==> src/rtl/core_pkg.sv <==
// Shared core types: fetch packet layout, NOP encoding and IF/ID buffer occupancy.
package core_pkg;

   localparam int          XLEN      = 32;
   localparam logic [31:0] NOP_INSTR = 32'h00000013;

   typedef struct packed {
      logic [XLEN-1:0] pc;
      logic [XLEN-1:0] snpc;
      logic [XLEN-1:0] instr;
   } fetch_pkt_t;

   // bit 0 = main entry valid, bit 1 = skid entry valid
   typedef enum logic [1:0] {
      BUF_EMPTY = 2'b00,
      BUF_MAIN  = 2'b01,
      BUF_FULL  = 2'b11
   } buf_state_t;

endpackage

==> src/rtl/sat_counter.sv <==
// Saturating up-counter with a multi-bit increment, cleared only by reset.
module sat_counter #(
   parameter int WIDTH = 16,
   parameter int INC_W = 1
) (
   input  logic             clk,
   input  logic             rst,
   input  logic [INC_W-1:0] inc,
   output logic [WIDTH-1:0] count
);

   logic [WIDTH:0] sum;

   assign sum = {1'b0, count} + (WIDTH+1)'(inc);

   always_ff @(posedge clk or negedge rst) begin
      if (!rst)
         count <= '0;
      else if (sum[WIDTH])
         count <= '1;
      else
         count <= sum[WIDTH-1:0];
   end

endmodule

==> src/rtl/if_id_buffer.sv <==
// Two-entry skid buffer between fetch and decode with registered ready and flush.
//
// state     | meaning
// BUF_EMPTY | nothing held, in_ready = 1
// BUF_MAIN  | main entry holds the packet presented to decode
// BUF_FULL  | main + skid held, in_ready = 0
module if_id_buffer #(
   parameter int              XLEN      = core_pkg::XLEN,
   parameter int              CNT_W     = 16,
   parameter logic [XLEN-1:0] NOP_INSTR = core_pkg::NOP_INSTR
) (
   input  logic             clk,
   input  logic             rst,
   input  logic             flush,
   input  logic             in_valid,
   output logic             in_ready,
   input  logic [XLEN-1:0]  in_pc,
   input  logic [XLEN-1:0]  in_snpc,
   input  logic [XLEN-1:0]  in_instr,
   output logic             out_valid,
   input  logic             out_ready,
   output logic [XLEN-1:0]  out_pc,
   output logic [XLEN-1:0]  out_snpc,
   output logic [XLEN-1:0]  out_instr,
   output logic [CNT_W-1:0] stall_cnt,
   output logic [CNT_W-1:0] flush_drop_cnt
);

   typedef struct packed {
      logic [XLEN-1:0] pc;
      logic [XLEN-1:0] snpc;
      logic [XLEN-1:0] instr;
   } pkt_t;

   core_pkg::buf_state_t state, next_state;
   pkt_t main_q, skid_q, in_pkt;
   logic main_valid, skid_valid;
   logic acc, snd;
   logic load_main, main_from_skid, load_skid;
   logic       stall_inc;
   logic [1:0] drop_inc;

   // Occupancy bits are flops, so in_ready never sees a combinational input path.
   assign main_valid = state[0];
   assign skid_valid = state[1];
   assign in_ready   = ~skid_valid;
   assign out_valid  = main_valid & ~flush;

   assign acc    = in_valid & in_ready;
   assign snd    = out_valid & out_ready;
   assign in_pkt = '{pc: in_pc, snpc: in_snpc, instr: in_instr};

   always_ff @(posedge clk or negedge rst) begin
      if (!rst)
         state <= core_pkg::BUF_EMPTY;
      else
         state <= next_state;
   end

   always_comb begin
      next_state     = state;
      load_main      = 1'b0;
      main_from_skid = 1'b0;
      load_skid      = 1'b0;
      if (flush) begin
         next_state = core_pkg::BUF_EMPTY;
      end else begin
         case (state)
            core_pkg::BUF_EMPTY: begin
               if (acc) begin
                  load_main  = 1'b1;
                  next_state = core_pkg::BUF_MAIN;
               end
            end
            core_pkg::BUF_MAIN: begin
               if (snd && acc) begin
                  load_main = 1'b1;
               end else if (snd) begin
                  next_state = core_pkg::BUF_EMPTY;
               end else if (acc) begin
                  load_skid  = 1'b1;
                  next_state = core_pkg::BUF_FULL;
               end
            end
            core_pkg::BUF_FULL: begin
               if (snd) begin
                  load_main      = 1'b1;
                  main_from_skid = 1'b1;
                  next_state     = core_pkg::BUF_MAIN;
               end
            end
            default: next_state = core_pkg::BUF_EMPTY;
         endcase
      end
   end

   // Data registers keep their contents across flush; only the valid bits clear.
   always_ff @(posedge clk or negedge rst) begin
      if (!rst) begin
         main_q <= '{pc: '0, snpc: '0, instr: NOP_INSTR};
         skid_q <= '0;
      end else begin
         if (load_main)
            main_q <= main_from_skid ? skid_q : in_pkt;
         if (load_skid)
            skid_q <= in_pkt;
      end
   end

   assign out_pc    = main_q.pc;
   assign out_snpc  = main_q.snpc;
   assign out_instr = main_q.instr;

   assign stall_inc = out_valid & ~out_ready;
   assign drop_inc  = flush ? ({1'b0, main_valid} + {1'b0, skid_valid}) : 2'd0;

   sat_counter #(.WIDTH(CNT_W), .INC_W(1)) u_stall_cnt (
      .clk   (clk),
      .rst   (rst),
      .inc   (stall_inc),
      .count (stall_cnt)
   );

   sat_counter #(.WIDTH(CNT_W), .INC_W(2)) u_flush_drop_cnt (
      .clk   (clk),
      .rst   (rst),
      .inc   (drop_inc),
      .count (flush_drop_cnt)
   );

endmodule

==> config.mk <==
export PLATFORM = sky130hd
export DESIGN_NAME = if_id_buffer
export DESIGN_NICKNAME = d
export VERILOG_FILES = /design/src/rtl/core_pkg.sv /design/src/rtl/sat_counter.sv /design/src/rtl/if_id_buffer.sv
export SDC_FILE = /design/constraint.sdc
export NUM_CORES = 1
export LEC_CHECK = 0
export CAP_MARGIN = 20
export CORE_AREA = 2 2 175 126
export DETAILED_ROUTE_END_ITERATION = 16
export DIE_AREA = 0 0 177 128
export PLACE_DENSITY = 0.76
export SLEW_MARGIN = 20
export SYNTH_ARGS = -nofsm -noshare
export SYNTH_HDL_FRONTEND = slang
export SYNTH_SLANG_ARGS = --single-unit
==> constraint.sdc <==
create_clock -name clk -period 4.72 [get_ports clk]
set_input_delay 0.944 -clock clk [delete_from_list [all_inputs] [get_ports clk]]
set_output_delay 0.944 -clock clk [all_outputs]
set_load 0.1 [all_outputs]
Yosys cells after proc, flatten, opt, wreduce, memory -nomap -nowiden
Cells that the tools add are included.
{"block": "word_totals", "ff_bits": 226, "inputBits": 101, "output_inout_bits": 130}
{"block": "classes", "addsub": 3, "eq_ne": 6, "muxes": 22, "bitwise": 7, "n_reduce_logical": 3}
{"operator": "$mux 96", "count": 1}
{"operator": "$mux 16", "count": 2}
{"operator": "$add 16x1->17", "count": 1}
{"operator": "$add 16x2->17", "count": 1}
{"operator": "$mux 2", "count": 7}
{"operator": "$mux 1", "count": 10}
{"operator": "$ne 3x3->1 const B", "count": 3}
{"operator": "$pmux 2 s3", "count": 1}
{"operator": "$and 1x1->1", "count": 4}
{"operator": "$ne 4x4->1 const B", "count": 1}
{"operator": "$reduce_and 4->1", "count": 1}
{"operator": "$not 1->1", "count": 3}
{"operator": "$pmux 1 s3", "count": 1}
{"operator": "$add 1x1->2", "count": 1}
{"operator": "$eq 2x1->1 const B", "count": 1}
{"operator": "$eq 2x2->1 const B", "count": 1}
{"operator": "$logic_not 2->1", "count": 1}
{"operator": "$logic_and 1x1->1", "count": 1}

Logic depth before layout (Yosys ltp)
{"block": "logic_depth", "ltp_word": 7, "mapped_depth": 10, "ltp_nobuf": 9}

Modules after synthesis
Synthesis repeated with hierarchy kept, for this count alone.
{"block": "unflattened", "cells_unflattened": 701, "hier_area_um2": 10482.6}
{"module": "if_id_buffer", "n_inst": 1, "cells_each": 542, "area_per_inst_um2": 8828.5}
{"module": "sat_counter at u_flush_drop_cnt", "n_inst": 1, "cells_each": 79, "area_per_inst_um2": 837.1}
{"module": "sat_counter at u_stall_cnt", "n_inst": 1, "cells_each": 80, "area_per_inst_um2": 817.0}

Worst setup path before layout
OpenSTA, ideal clock, no wires.
{"block": "synth_path", "kind": "in2out", "from": "input flush", "to": "output out_valid", "t_arrival_ps": 2364, "setup_slack_ps": 1412, "cell_stages": 2, "path_buffers": 1, "path_cell_list": "buf_2 > nor2_1"}
{"block": "synth_via", "elab_chain_cells": 2}
{"item": "start: declaration", "line_no": "if_id_buffer.sv:14", "rtl": "input logic flush,"}
{"item": "$not 1->1", "line_no": "if_id_buffer.sv:47", "rtl": "assign out_valid = main_valid & ~flush;"}
{"item": "$and 1x1->1", "line_no": "if_id_buffer.sv:47"}
{"item": "end: declaration", "line_no": "if_id_buffer.sv:20", "rtl": "output logic out_valid,"}
Every way passes these cells.

Worst setup path in the final report
{"block": "layout_path", "from": "input flush", "to": "register u_flush_drop_cnt.count[6]"}
{"block": "layout_via", "elab_chain_cells": 3}
{"item": "$mux 2", "line_no": "if_id_buffer.sv:115", "rtl": "assign drop_inc = flush ? ({1'b0, main_valid} + {1'b0, skid_valid}) : 2'd0;"}
{"item": "$add 16x2->17", "line_no": "sat_counter.sv:14", "rtl": "assign sum = {1'b0, count} + (WIDTH+1)'(inc);"}
{"item": "$mux 16", "line_no": "sat_counter.sv:19", "rtl": "else if (sum[WIDTH])"}
{"item": "end signal: assignment", "line_no": "sat_counter.sv:22", "rtl": "count <= sum[WIDTH-1:0];"}
{"item": "end: declaration", "line_no": "sat_counter.sv:9", "rtl": "output logic [WIDTH-1:0] count"}
Every way passes these cells.
A chain may end at the register's enable or synchronous reset.

==> results.sh <==
export IMPL_cp_start_kind="primary input"
export IMPL_setup_tns_final_ps=0
export IMPL_synth_edf_count=0
export IMPL_io_buffers=230
export IMPL_clock_sinks=226
export IMPL_synth_top_family_by_area="multiplexers"
export IMPL_synth_area_per_cell_um2=14.5
export IMPL_dp_cells=1195
export IMPL_synth_area_leaders="dfrtp_1 54%, mux2_2 27%, mux2_4 5.8%"
export IMPL_wl_met2_mm=9.46
export IMPL_cts_htree_levels=1
export IMPL_finalNetCount=1048
export IMPL_grt_max_degree=106
export IMPL_status="complete, no violations"
export IMPL_antenna_found_initial=0
export IMPL_cts_max_path_buffers=3
export IMPL_vias_per_cell=5.22
export IMPL_postCtsSetupBuffers=0
export IMPL_die_h_um=128
export IMPL_ys_types=44
export IMPL_path_max_fanout=13
export IMPL_drive_gt1_share_pct=36.4
export IMPL_multi_input_area_um2=4380
export IMPL_period_minus_slack_ps=3410
export IMPL_postCtsHoldBufs=0
export IMPL_path_class="primary input to flop"
export IMPL_maxUsedRoutingLayer="met4"
export IMPL_drt_pass1_iterations=4
export IMPL_coreArea_um2=21100
export IMPL_rsz0062_at_grt="false"
export IMPL_worstMarginPinSlew_ps=1040
export IMPL_cp_required_ps=5130
export IMPL_syn_area_um2=10300
export IMPL_crit_arrival_ps=3820
export IMPL_synth_top_cell_area_share_pct=54.2
export IMPL_drv_slew=0
export IMPL_synth_xor_area_share_pct=1.53
export IMPL_yosysSeqAreaShare_pct=55.0
export IMPL_r2r_setup_slack_ps=1630
export IMPL_syn_inst=708
export IMPL_drt_iter0_drc=274
export IMPL_cts_clk_slew_worst_paths_ps=60
export IMPL_synth_adder_area_share_pct=1.17
export IMPL_fillers=1596
export IMPL_async_reset_ff_share_pct=100
export IMPL_area_growth_pct=32.6
export IMPL_maxSlewHeadroom_pct=30.3
export IMPL_fin_skew_ps=7.90
export IMPL_drt_total_wl_mm=21.9
export IMPL_dieArea_um2=22700
export IMPL_dieWidth_um=177
export IMPL_hold_class="primary input to async pin"
export IMPL_wl_met3_mm=1.36
export IMPL_fp_row_count=45
export IMPL_fmax_mhz=293
export IMPL_drc=0
export IMPL_grt_ovfl_total=0
export IMPL_cts_tree="done"
export IMPL_netlist_top_cells_count="250 x mux2_2, 223 x dfrtp_1, 40 x mux2_4, 27 x nand2_1, 18 x buf_2"
export IMPL_antenna_cells=0
export IMPL_final_setup_viol_count=0
export IMPL_grt_pass1_vias=6557
export IMPL_ios=231
export IMPL_cts_resized_gates=0
export IMPL_clock_latency_ps=490
export IMPL_grt_pass1_wl_mm=34.7
export IMPL_cp_end_kind="flop"
export IMPL_wl_per_cell_um=17.7
export IMPL_synth_flop_cell="dfrtp_1"
export IMPL_fin_crit_sh_pct=72.3
export IMPL_hold_viol_final=0
export IMPL_synth_simple_gate_area_share_pct=4.77
export IMPL_antenna_left=0
export IMPL_cts_buffers=23
export IMPL_dpl_hpwl_mm=14.7
export IMPL_cap_violations=0
export IMPL_grtUsageTotal_pct=19.1
export IMPL_root_buffer="clkbuf_16"
export IMPL_ys_warnings_count=0
export IMPL_synth_top_area_cell="dfrtp_1"
export IMPL_yosysMostFrequentCell="mux2_2"
export IMPL_wl_met1_mm=10.7
export IMPL_ys_ff_latch=226
export IMPL_place_gp_congestion=0.845
export IMPL_seq_area_um2=5660
export IMPL_syn_num_nets=818
export IMPL_synth_mux_area_share_pct=33.4
export IMPL_layout_cells_non_filler=1235
export IMPL_start_util_pct=48.7
export IMPL_via_count=6441
export IMPL_synth_compound_area_share_pct=1.53
==> registers in the layout, indices dropped and copies added (netlist names) <==
register / flops
out_instr: 32
out_pc: 32
out_snpc: 32
skid_q: 96
state: 2
u_flush_drop_cnt.count: 16
u_stall_cnt.count: 16
==> metal layers <==
metal	GRT usage, %	up-vias
li1	-	2994
met1	28.9	3236
met2	28.7	184
met5	0	-
met4	3.35	0
met3	4.36	27
==> worst paths after layout <==
path | from | endpoint | cells after the start
worst max-delay path | flush | u_flush_drop_cnt.count[6] | 8
worst min-delay path | rst | out_snpc[17] | 1
worst max register to register | state[0] | u_flush_drop_cnt.count[6] | 9
worst min register to register | skid_q[84] | skid_q[84] | 1
max in group asynchronous | rst | skid_q[85] | 2
min in group clk | skid_q[84] | skid_q[84] | 1
==> cell usage in the layout, fill, tap and decap left out, types with 4 or more instances in the layout <==
| cell type | instances |
|---|---|
| a21oi_1 | 4 |
| and3_1 | 5 |
| buf_12 | 5 |
| buf_4 | 5 |
| clkbuf_16 | 23 |
| clkbuf_8 | 10 |
| clkdlybuf4s50_1 | 228 |
| dfrtp_1 | 223 |
| ha_1 | 8 |
| inv_1 | 12 |
| mux2_2 | 250 |
| mux2_4 | 40 |
| nand2_1 | 27 |
| nand2b_1 | 5 |
| nand3_1 | 14 |
| nand4_1 | 6 |
| nor2_1 | 14 |
| nor3_1 | 4 |
| o21ai_0 | 6 |
| xnor2_1 | 7 |
| xor2_1 | 11 |
==> cell type report <==
cell class | instances | area share [%]
Sequential cell | 226 | 41.5
Multi-Input combinational cell | 436 | 32.1
Timing Repair Buffer | 239 | 17.8
Clock buffer | 35 | 5.28
Tap cell | 282 | 2.59
Clock inverter | 5 | 0.413
Inverter | 12 | 0.330
==> metrics by stage <==
| stage | setup slack, ps | instance area [um2] | util, % | hold WS, ps |
|---|---|---|---|---|
| 2_1_floorplan | 1410 | 10300 | - | 475 |
| 3_3_place_gp | 938 | 12900 | 60.9 | 483 |
| 3_5_place_dp | 814 | 12900 | 60.9 | 490 |
| 4_1_cts | 1330 | 13600 | 64.6 | 441 |
| 5_1_grt | 1050 | 13600 | 64.6 | 448 |
| 6_report | 1310 | 13600 | 64.6 | 419 |
==> worst max-delay path, stage by stage <==
cell             delay (ps)
clkdlybuf4s50_1         700
and2_1                  190
ha_1                    170
inv_1                    50
fa_1                    470
nor3b_1                 530
nand3_1                 520
o21ai_0                 230
==> cell families (layout without fill, tap and decap cells) <==
| group | count (synthesis) | after routing |
|---|---|---|
| buffers and inverters | 46 | 291 |
| flip-flops | 226 | 226 |
| adder cells (fa/ha/maj) | 9 | 9 |
| AND/OR/NAND/NOR | 94 | 94 |
| AO/OA/AOI/OAI | 23 | 23 |
| XOR/XNOR | 18 | 18 |
| multiplexers | 292 | 292 |
Power is left out: the tool's default activity adds up to more than one toggle a clock period on the data nets, which glitch-free logic cannot reach.
